`config.mk`:
```
export PLATFORM = sky130hd
export DESIGN_NAME = bit_deser
export DESIGN_NICKNAME = d
export VERILOG_FILES = /design/src/rtl/bit_deser_pkg.sv /design/src/rtl/bit_deser_shift.sv /design/src/rtl/bit_deser.sv
export SDC_FILE = /design/constraint.sdc
export NUM_CORES = 1
export LEC_CHECK = 0
export CELL_PAD_IN_SITES_DETAIL_PLACEMENT = 0
export CELL_PAD_IN_SITES_GLOBAL_PLACEMENT = 2
export CORE_ASPECT_RATIO = 1.5
export CORE_MARGIN = 10
export CORE_UTILIZATION = 35
export DETAILED_ROUTE_END_ITERATION = 10
export HOLD_SLACK_MARGIN = 0.15
export PLACE_DENSITY = 0.74
export SLEW_MARGIN = 20
export SYNTH_ARGS = -nofsm -noshare
export SYNTH_HDL_FRONTEND = slang
export SYNTH_SLANG_ARGS = --single-unit
```
`constraint.sdc`:
```
create_clock -name clk -period 2.1 [get_ports clk]
set_input_delay 0.525 -clock clk [delete_from_list [all_inputs] [get_ports clk]]
set_output_delay 0.525 -clock clk [all_outputs]
set_load 0.02 [all_outputs]
```
`src/rtl/bit_deser_pkg.sv`:
```
// Shared types and constants for the bit_deser serial-to-parallel block.
// Defining BIT_DESER_PARITY_EN appends one odd-parity bit to every frame.
package bit_deser_pkg;

    typedef enum logic {
        ST_SHIFT = 1'b0,
        ST_HOLD  = 1'b1
    } state_t;

    localparam int DEFAULT_WIDTH = 8;

    function automatic int frame_len(input int width);
`ifdef BIT_DESER_PARITY_EN
        return width + 1;
`else
        return width;
`endif
    endfunction

endpackage

```
`src/rtl/bit_deser_shift.sv`:
```
// Frame counter and shift register; assembles WIDTH data bits per frame and,
// when BIT_DESER_PARITY_EN is defined, checks the trailing odd-parity bit.
module bit_deser_shift
    import bit_deser_pkg::*;
#(
    parameter int WIDTH     = DEFAULT_WIDTH,
    parameter int MSB_FIRST = 1
) (
    input  logic             clk,
    input  logic             rst,
    input  logic             in_bit,
    input  logic             accept,
    input  logic             clear,
    output logic             frame_done,
    output logic [WIDTH-1:0] word_now,
    output logic             perr_now,
    output logic [WIDTH-1:0] word_held,
    output logic             perr_held
);

    localparam int F     = frame_len(WIDTH);
    localparam int CNT_W = $clog2(F + 1);

    logic [CNT_W-1:0] cnt_q, cnt_d;
    logic [WIDTH-1:0] sreg_q, sreg_d;
    logic [WIDTH-1:0] sreg_shift;
    logic             last_bit;
    logic             is_data;

    // The parity bit is the only frame position at cnt == WIDTH; without
    // parity the counter never gets there, so every bit is a data bit.
    assign last_bit = (cnt_q == CNT_W'(F - 1));
    assign is_data  = (cnt_q != CNT_W'(WIDTH));

    always_comb begin
        if (MSB_FIRST != 0) begin
            sreg_shift = {sreg_q[WIDTH-2:0], in_bit};
        end else begin
            sreg_shift = {in_bit, sreg_q[WIDTH-1:1]};
        end
    end

    assign frame_done = accept && !clear && last_bit;
    assign word_now   = is_data ? sreg_shift : sreg_q;
    assign word_held  = sreg_q;

    always_comb begin
        cnt_d  = cnt_q;
        sreg_d = sreg_q;
        if (clear) begin
            cnt_d  = '0;
            sreg_d = '0;
        end else if (accept) begin
            cnt_d = last_bit ? '0 : cnt_q + 1'b1;
            if (is_data) begin
                sreg_d = sreg_shift;
            end
        end
    end

    always_ff @(posedge clk or negedge rst) begin
        if (!rst) begin
            cnt_q  <= '0;
            sreg_q <= '0;
        end else begin
            cnt_q  <= cnt_d;
            sreg_q <= sreg_d;
        end
    end

`ifdef BIT_DESER_PARITY_EN
    logic par_q, par_d;
    logic perr_held_q, perr_held_d;

    // Error when the XOR over data and parity bits is 0 (odd parity expected).
    assign perr_now  = ~(par_q ^ in_bit);
    assign perr_held = perr_held_q;

    always_comb begin
        par_d       = par_q;
        perr_held_d = perr_held_q;
        if (clear) begin
            par_d = 1'b0;
        end else if (accept) begin
            par_d = last_bit ? 1'b0 : (par_q ^ in_bit);
            if (last_bit) begin
                perr_held_d = perr_now;
            end
        end
    end

    always_ff @(posedge clk or negedge rst) begin
        if (!rst) begin
            par_q       <= 1'b0;
            perr_held_q <= 1'b0;
        end else begin
            par_q       <= par_d;
            perr_held_q <= perr_held_d;
        end
    end
`else
    assign perr_now  = 1'b0;
    assign perr_held = 1'b0;
`endif

endmodule

```
`src/rtl/bit_deser.sv`:
```
// Serial-to-parallel deserializer with ready/valid on both sides.
// Optional odd-parity frame checking is enabled by defining BIT_DESER_PARITY_EN.
module bit_deser
    import bit_deser_pkg::*;
#(
    parameter int WIDTH     = DEFAULT_WIDTH,
    parameter int MSB_FIRST = 1
) (
    input  logic             clk,
    input  logic             rst,
    input  logic             in_bit,
    input  logic             in_valid,
    output logic             in_ready,
    input  logic             flush,
    output logic [WIDTH-1:0] out_data,
    output logic             out_valid,
    input  logic             out_ready,
    output logic             out_perr
);

    state_t           state_q, state_d;
    logic             out_valid_q, out_valid_d;
    logic [WIDTH-1:0] out_data_q, out_data_d;
    logic             out_perr_q, out_perr_d;
    logic             in_ready_q, in_ready_d;

    logic             accept;
    logic             clear;
    logic             frame_done;
    logic [WIDTH-1:0] word_now, word_held;
    logic             perr_now, perr_held;

    assign accept = in_valid && in_ready_q;
    // A word parked in HOLD survives flush; only the partial frame is dropped.
    assign clear  = flush && (state_q == ST_SHIFT);

    bit_deser_shift #(
        .WIDTH    (WIDTH),
        .MSB_FIRST(MSB_FIRST)
    ) u_shift (
        .clk       (clk),
        .rst       (rst),
        .in_bit    (in_bit),
        .accept    (accept),
        .clear     (clear),
        .frame_done(frame_done),
        .word_now  (word_now),
        .perr_now  (perr_now),
        .word_held (word_held),
        .perr_held (perr_held)
    );

    always_comb begin
        state_d     = state_q;
        out_valid_d = out_valid_q;
        out_data_d  = out_data_q;
        out_perr_d  = out_perr_q;
        case (state_q)
            ST_SHIFT: begin
                if (frame_done) begin
                    if (!out_valid_q || out_ready) begin
                        out_data_d  = word_now;
                        out_perr_d  = perr_now;
                        out_valid_d = 1'b1;
                    end else begin
                        state_d = ST_HOLD;
                    end
                end else if (out_valid_q && out_ready) begin
                    out_valid_d = 1'b0;
                end
            end
            ST_HOLD: begin
                if (out_ready) begin
                    out_data_d  = word_held;
                    out_perr_d  = perr_held;
                    out_valid_d = 1'b1;
                    state_d     = ST_SHIFT;
                end
            end
            default: state_d = ST_SHIFT;
        endcase
        in_ready_d = (state_d == ST_SHIFT);
    end

    always_ff @(posedge clk or negedge rst) begin
        if (!rst) begin
            state_q     <= ST_SHIFT;
            out_valid_q <= 1'b0;
            out_data_q  <= '0;
            out_perr_q  <= 1'b0;
            in_ready_q  <= 1'b0;
        end else begin
            state_q     <= state_d;
            out_valid_q <= out_valid_d;
            out_data_q  <= out_data_d;
            out_perr_q  <= out_perr_d;
            in_ready_q  <= in_ready_d;
        end
    end

    assign in_ready  = in_ready_q;
    assign out_valid = out_valid_q;
    assign out_data  = out_data_q;
    assign out_perr  = out_perr_q;

endmodule

```
==> flow_results.org, run 1 <==
** Run status
- Outcome :: complete, no violations

** Detailed routing
- DRT antenna net count :: 0
- The routed layout has 742 vias.
- After detailed routing, the number of vias per cell comes to 4.882.
- For this run, design rule violations remaining after detail routing come to 0.
- In the final routed layout, each cell accounts on average for 15.15 um.
- DRC marker count from the first detailed-route iteration :: 24
- The first TritonRoute pass finished after 4 iterations.
- For this block, the routed nets add up to 2303 um of wire.

** Die
- The die covers 6083 um^2.
- Core footprint :: 3191 um^2
- The die is between 90 and 100 um tall.
- 17 I/O pins were placed.
- Die width :: approximately 67 um
- After floorplanning, the core was divided into 25 placement rows.
- For this configuration, the core starts out at a cell density of a little over a third.

** STA
- Setup repair after global routing left no endpoint under its margin.
- The number of hold violations in the final report was 0.
- The max-slew violation count came to 0.
- Timing-limited maximum frequency :: about 560 MHz
- Final hold slack :: 0.5098 ns
- For the final database, setup skew stands at 0.002313 ns.
- Setup total negative slack on the finished layout was measured at 0 ns.
- For the finished layout, the period the worst path requires is between 1.5 and 2 ns.
- Part of the cycle the worst path needs :: between 80 and 90%
- Number of endpoints failing setup at the final stage :: 0

** Critical path
- On the critical path, the stage with the largest delay is an instance of sky130_fd_sc_hd__clkdlybuf4s50_1.
- On the worst path, the slowest cell contributes a delay of 0.62 ns.
- STA puts the critical path data arrival time at 1.27 ns.
- The critical path goes through clkdlybuf4s50_1.
- Crit-path leading delay family :: buffers and inverters
- STA classifies the critical path endpoint as a primary output.
- Crit path buffers/inverters :: 1
- Along the worst path, the maximum fanout reaches 4.
- STA classifies the critical path startpoint as a flop.
- Data on the critical path is required at its endpoint by 1.57 ns.
- Kind of critical path :: reg -> out

** Min path
- The path class of the tightest hold or removal check is reg -> reg.

** Synthesis
- The most common cell in the synthesized netlist is sky130_fd_sc_hd__dfrtp_1.
- Summing the areas of all compound-gate instances in the mapped netlist gives 6.982% of the synthesized area.
- Counting distinct cell types in the post-synthesis netlist gives 28.
- The number of nets handed over by synthesis was between 100 and 150.
- Of all cell types, the one taking the most synthesized area is sky130_fd_sc_hd__dfrtp_1.
- Summed over its instances, the top area cell type makes up 49.41% of the synthesized netlist area.
- Mean instance size in the synthesized netlist :: around 13 um^2
- Number of flops mapped to enable cells by yosys :: 0
- After Yosys synthesis, and, or, nand and nor cells account for 10.96% of the synthesized area.
- After synthesis the cells add up to about 1200 um^2.
- Cells taking the most area after synthesis :: sky130_fd_sc_hd__dfrtp_1 (49%), sky130_fd_sc_hd__mux2_4 (10%), sky130_fd_sc_hd__mux2i_1 (7.7%)
- Number of storage elements in the synthesis netlist :: 23
- Share of the yosys chip area belonging to registers :: 49.41%
- The synthesized netlist devotes 2.148% of its cell area to adder and majority cells.
- By area, the combinational part of the netlist is dominated by multiplexers.
- Post-Synth XOR/XNOR Area :: less than 1%
- Mux cell area share after synthesis :: 25.78%
- Ys Warns :: 0
- In the synthesized netlist the dominant register cell turns out to be sky130_fd_sc_hd__dfrtp_1.
- Count of mapped cells out of synthesis :: 93
- Most instantiated cells after synthesis :: sky130_fd_sc_hd__dfrtp_1 (23), sky130_fd_sc_hd__nor2_1 (10), sky130_fd_sc_hd__mux2i_1 (9)
- Of all flip-flops after synthesis, the portion carrying an async set or reset was between 90% and 100%.

** Placed design
- Number of port buffers :: 15
- Final weighted congestion in routability-driven placement :: 0.7137
- Cell count after placement :: 148
- Summed over all nets, the half-perimeter wirelength after detailed placement is approximately 1700 um.

** Power
- Per report_power, the clock group accounts for about a third of the total.
- Internal power comes to slightly above 0.0006 W.
- Power spread over the standard cell area amounts to 556.5 nW/um^2.
- Power comes to 0.0007868 W.
- Max VDD drop :: 0.0003419 V
- Standby leakage power :: between 0.6 and 0.7 nW
- Of the total power, combinational logic draws 7.8%.
- In this run the power spent charging and discharging nets is 0.0001789 W.
- The share of total power dissipated in sequential elements is 57.6%.
- In this run switching power makes up 22.74% of total power.

** Clock tree
- TritonCTS clock tree :: built
- The longest clock path from root to sink contains 2 buffers.
- After clock tree synthesis, the clock-pin slew on the worst setup and hold paths is 0.08 ns.
- Number of clock sinks :: 23
- After clock tree synthesis, the flow added hold-fix buffers numbering 0.
- Clock tree synthesis selected as its root buffer the cell sky130_fd_sc_hd__clkbuf_8.
- Clock insertion delay at the later pin of the skew report :: approximately 0.26 ns
- Clock tree synthesis inserted a total of 3 buffers.
- In this run the number of H-tree levels came out at 1.
- Post-CTS Setup Bufs :: 0
- In this run, post-CTS repair resized a total of 0 instances.

** Cells and area
- Nets :: 121
- Non-filler cells, final :: approximately 150
- The area growth from synthesis to layout is 21.38%.
- Fraction of the core area covered by cells at the end of the flow :: between 40% and 50%
- Counting the fill cells in the layout gives between 300 and 400.
- In the final layout, the share of cells above drive strength 1 is 26.79%.
- 0 antenna diodes ended up in the layout.

** Flow run
- Total of max-cap violations :: 0

** GRT
- In the global route stage, overall resource usage came out at 8.412%.
- Entering global routing, the biggest net connects 24 pins.
- The number of antenna violations at the first check in global routing came to 0.
- First-pass GRT wire length :: 3995 um
- Sum of overflow across all layers after global routing :: 0
- The via count of the first global-routing pass was 821.
## metrics by stage
| step | cell area [um^2] | worst slack (ns) |
|---|---|---|
| finish | 1414 | 0.3062 |
| CTS | 1414 | 0.2831 |
| global placement | 1368 | 0.05906 |
| global route | 1414 | 0.2173 |
| detailed placement | 1368 | 0.04168 |
| floorplan | 1165 | 0.4029 |
## per-layer routing
layer / track usage [%] / share of wire, % / vias to the layer above
met4: 3.093 / 0.87 / 0
met3: 2.484 / 4.6 / 2
met1: 9.098 / 41 / 372
met5: 0 / 0 / -
li1: - / - / 355
met2: 14.60 / 54 / 13
## flip-flops by register name (all words and copies together), names as in the netlist
register and flops:
out_valid 1, u_shift.word_held 8, out_data 8, in_ready 1, state_q 1, u_shift.cnt_q 4
## power groups by stage
| stage | clock network, W | registers (W) | logic, W |
|---|---|---|---|
| after floorplan | 0 | 0.000461 | 0.0000341 |
| after global placement | 0 | 0.000462 | 0.0000629 |
| after detailed placement | 0 | 0.000462 | 0.0000633 |
| after CTS | 0.000282 | 0.000453 | 0.0000636 |
| after global routing | 0.000302 | 0.000454 | 0.0000692 |
| final | 0.000272 | 0.000453 | 0.0000615 |
## layout make-up
cell class                 count  area (um^2)  area share [%]
sequential                    23        575.6           40.71
multi-input combinational     62        546.8           38.67
clock inverter                 1        5.005          0.3540
inverter                       4        15.01           1.062
clock buffer                   3        41.29           2.920
tap                           40        50.05           3.540
timing repair buffer          19        180.2           12.74
## final timing paths
kind | startpoint | end | slack [ns] | cells past startpoint
max in group asynchronous | rst | out_data[7] | 1.26 | 2
min in group asynchronous | rst | u_shift.cnt_q[1] | 0.60 | 2
max reg2reg | u_shift.cnt_q[1] | out_data[5] | 0.33 | 5
min | out_data[3] | out_data[3] | 0.51 | 1
max | out_valid | out_valid | 0.31 | 1
min reg2reg | out_data[3] | out_data[3] | 0.51 | 1
## cell families after synthesis
group	after synthesis
xor gates and xnor gates	1
other	1
buffers and inverters	8
muxes	25
DFF	23
adders and majority gates	2
and+or+nand+nor	23
AOI/OAI and AO/OA	10
## placed cells by master, fill, tap and decap left out, types with 3 or more instances in the layout
master / synthesis / routed
sky130_fd_sc_hd__a21oi_1: 3 / 3
sky130_fd_sc_hd__buf_4: 1 / 4
sky130_fd_sc_hd__clkbuf_8: 0 / 3
sky130_fd_sc_hd__clkdlybuf4s50_1: 0 / 15
sky130_fd_sc_hd__dfrtp_1: 23 / 23
sky130_fd_sc_hd__inv_1: 4 / 4
sky130_fd_sc_hd__mux2_2: 8 / 8
sky130_fd_sc_hd__mux2_4: 8 / 8
sky130_fd_sc_hd__mux2i_1: 9 / 9
sky130_fd_sc_hd__nand2_1: 6 / 6
sky130_fd_sc_hd__nor2_1: 10 / 10
Power figures use the tool's default switching activity.
==> inputs of run 2 (changes only) <==
--- a/config.mk
+++ b/config.mk
@@ -9,10 +9,10 @@
 export CELL_PAD_IN_SITES_GLOBAL_PLACEMENT = 2
 export CORE_ASPECT_RATIO = 1.5
 export CORE_MARGIN = 10
-export CORE_UTILIZATION = 35
+export CORE_UTILIZATION = 38
 export DETAILED_ROUTE_END_ITERATION = 10
 export HOLD_SLACK_MARGIN = 0.15
-export PLACE_DENSITY = 0.74
+export PLACE_DENSITY = 0.8
 export SLEW_MARGIN = 20
 export SYNTH_ARGS = -nofsm -noshare
 export SYNTH_HDL_FRONTEND = slang
==> constraint.sdc (replaced) <==
create_clock -name clk -period 2.15 [get_ports clk]
set_input_delay 0.5375 -clock clk [delete_from_list [all_inputs] [get_ports clk]]
set_output_delay 0.5375 -clock clk [all_outputs]
set_load 0.02 [all_outputs]
==> run 2 against run 1 <==
Effect of this change:
- largest power group unchanged
- critical endpoint unchanged
- via count down 1.6%
- register-to-register slack better by 0.04 ns
- die area down 5.9%
- sequential share of layout area up 0.072 points
- wire length down 0.13%
==> flow_results.org, run 2 (same netlist as run 1, synthesis figures left out) <==
** STA
- Setup repair after global routing missed its margin :: false
- The number of hold violations in the final report is 0 (unchanged).
- Total count of max-transition violations in the final report :: 0 (unchanged)
- The post-route setup TNS is 0 ns (unchanged).
- The final setup skew is 0.006579 ns (+0.004265 ns).
- Timing-limited maximum frequency :: around 550 MHz
- Clock period minus final worst setup slack :: 1.819 ns
- Part of the cycle the worst path needs :: 84.63%
- The final setup violation count was 0 (unchanged).

** Clock tree
- Clock insertion delay at the later pin of the skew report :: 0.26 ns (about the same)
- Register clock-pin slew on the reported worst setup and hold paths :: 0.08 ns (about the same)
- Number of clock sinks :: 23 (unchanged)
- Count of cells resized by post-cts repair :: 0 (unchanged)
- Clock root buffer :: sky130_fd_sc_hd__clkbuf_8
- The number of setup buffers added after CTS is 0 (unchanged).
- CTS H-Tree Depth :: 1 (unchanged)
- The worst-case clock buffer depth is 2 (unchanged).
- TritonCTS built the clock tree.
- Number of buffers added by the clock tree synthesis step :: 3 (unchanged)
- The number of buffers inserted by hold repair at cts was 0 (unchanged).

** Cells and area
- Count of inserted antenna diode cells :: 0 (unchanged)
- The number of inserted filler cells in the final layout is 307 (-5.8%).
- The non-filler instance count after layout came to 151 (-0.66%).
- The fraction of final layout cells sized beyond drive strength 1 came to 25.89% (-0.89 points).
- The area growth from synthesis to layout is 21.16%.
- The top cell types in the final layout, fill and taps aside, are sky130_fd_sc_hd__dfrtp_1 (23), sky130_fd_sc_hd__clkdlybuf4s50_1 (15), sky130_fd_sc_hd__nor2_1 (10).
- The final-stage net count came to 121 (unchanged).
- Most common cell after layout, fill and taps aside :: sky130_fd_sc_hd__dfrtp_1

** Critical path
- Crit-path leading delay family :: buffers and inverters
- Largest incremental delay on the critical path :: 0.62 ns (about the same)
- Startpoint type of the worst setup path :: flop
- The critical path buffer and inverter count came to 1 (unchanged).
- Data arrival, critical path :: 1.28 ns (about the same)
- CP Data Required Time :: 1.61 ns (+0.04 ns)
- The critical-path maximum fanout was 4 (unchanged).
- The setup path with the least slack is of type reg -> out.
- On the critical path, the stage with the largest delay is an instance of sky130_fd_sc_hd__clkdlybuf4s50_1.
- Crit path capture type :: primary output
- Crit-path cells :: clkdlybuf4s50_1

** Detailed routing
- Vias after detailed routing :: 730 (-1.6%)
- The initial detailed-routing violation count is 33 (+38%).
- Number of detailed-route iterations in the first pass :: 2 (-2)
- Routed WL :: 2300 um (-0.13%)
- DRT antenna net count :: 0 (unchanged)
- The count of unresolved DRC violations after routing came to 0 (unchanged).
- The detail-routed via count per cell was 4.834 (-0.97%).
- Wire length per cell after detailed routing :: 15.23 um (+0.53%)

** Power
- The share of power burned in the clock network came to 34.0% (-0.6 points).
- The switching power came to 0.0001660 W (-7.2%).
- The switching share of power is 21.76% (-0.98 points).
- Final Total Pwr :: 0.0007628 W (-3.0%)
- The combinational share of power was 8.0% (+0.2 points).
- The cell-internal power came to 0.0005968 W (-1.8%).
- Share of total power in sequential cells :: 58.0% (+0.4 points)
- Pwr per Cell Area :: 540.5 nW/um^2 (-2.9%)
- Standby leakage power :: 0.6782 nW (-0.40%)
- The worst ir drop on vdd came to 0.0004299 V (+26%).

** Die
- Die width :: 65.21 um (-2.8%)
- The I/O pin count came to 17 (unchanged).
- The vertical extent of the die was 87.81 um (-3.1%).
- The starting utilization of the core area was 39.58% (+3.1 points).
- The core box area came to 2943 um^2 (-7.8%).
- Floorplan row count :: 24 (-4.0%)
- Area of the die :: 5726 um^2 (-5.9%)

** GRT
- Global-route usage over all layers :: 9.208% (+0.80 points)
- First-pass GRT wire length :: 4160 um (+4.1%)
- Via count of the first global-routing pass :: 823 (+0.24%)
- The number of antenna violations at the first check in global routing is 0 (unchanged).
- Largest net degree at the start of global routing :: 24 (unchanged)
- The total grt overflow was 0 (unchanged).

** Placed design
- Final HPWL DP :: 1700 um (-1.7%)
- The routability-driven placement congestion ratio is 0.6926 (-3.0%).
- The cell total after placement came to 147 (-0.68%).
- The count of port buffers added during placement was 15 (unchanged).

** Flow run
- The reported max-cap violation count is 0 (unchanged).

** Run status
- The flow ran to the end, and the final reports show no timing, DRC or antenna violations.

** Min path
- The tightest min-delay check is of the reg -> reg type.
-- run 2: path summary, 6_finish.rpt --
kind	cells after the start	to	slack [ns]	startpoint
max in group asynchronous	2	u_shift.cnt_q[2]	1.29	rst
worst min-delay path	1	out_data[4]	0.52	out_data[4]
worst max-delay path	1	out_valid	0.33	out_valid
min in group asynchronous	2	u_shift.word_held[6]	0.63	rst
worst min register to register	1	out_data[4]	0.52	out_data[4]
worst max register to register	6	out_data[7]	0.37	u_shift.cnt_q[0]
-- run 2: power groups by stage --
stage / registers (W) / logic, W / clock network [W]
floorplan: 0.000450 / 0.0000333 / 0
global placement: 0.000451 / 0.0000603 / 0
detailed placement: 0.000451 / 0.0000626 / 0
CTS: 0.000442 / 0.0000626 / 0.000277
global route: 0.000443 / 0.0000680 / 0.000300
finish: 0.000442 / 0.0000612 / 0.000260
-- run 2: layout make-up --
type	instances	area, um^2	share of cell area, %
clock buffers	4	45.04	3.191
repair buffers	19	180.2	12.77
multi-input cells	62	546.8	38.74
inverters	4	15.01	1.064
well taps	39	48.80	3.457
flip-flops and latches	23	575.6	40.78
-- run 2: metrics by stage --
| step | cell area, um^2 | util [%] | setup slack [ns] | hold WS (ns) |
|---|---|---|---|---|
| after floorplan | 1165 | - | 0.4529 | 0.2419 |
| after global placement | 1366 | 46.43 | 0.06708 | 0.4997 |
| after detailed placement | 1366 | 46.43 | 0.03750 | 0.4955 |
| after CTS | 1411 | 47.96 | 0.3018 | 0.5193 |
| after global routing | 1411 | 47.96 | 0.2488 | 0.5390 |
| final | 1411 | 47.96 | 0.3305 | 0.5159 |
-- run 2: metal layers --
metal / wire (um) / up-vias / part of all wire [%] / track usage (%)
met2: 1238 / 11 / 54 / 15.49
li1: - / 352 / - / -
met5: 0 / - / 0 / 0
met4: 38 / 0 / 1.7 / 4.297
met1: 926 / 363 / 40 / 10.25
met3: 96 / 4 / 4.2 / 2.941
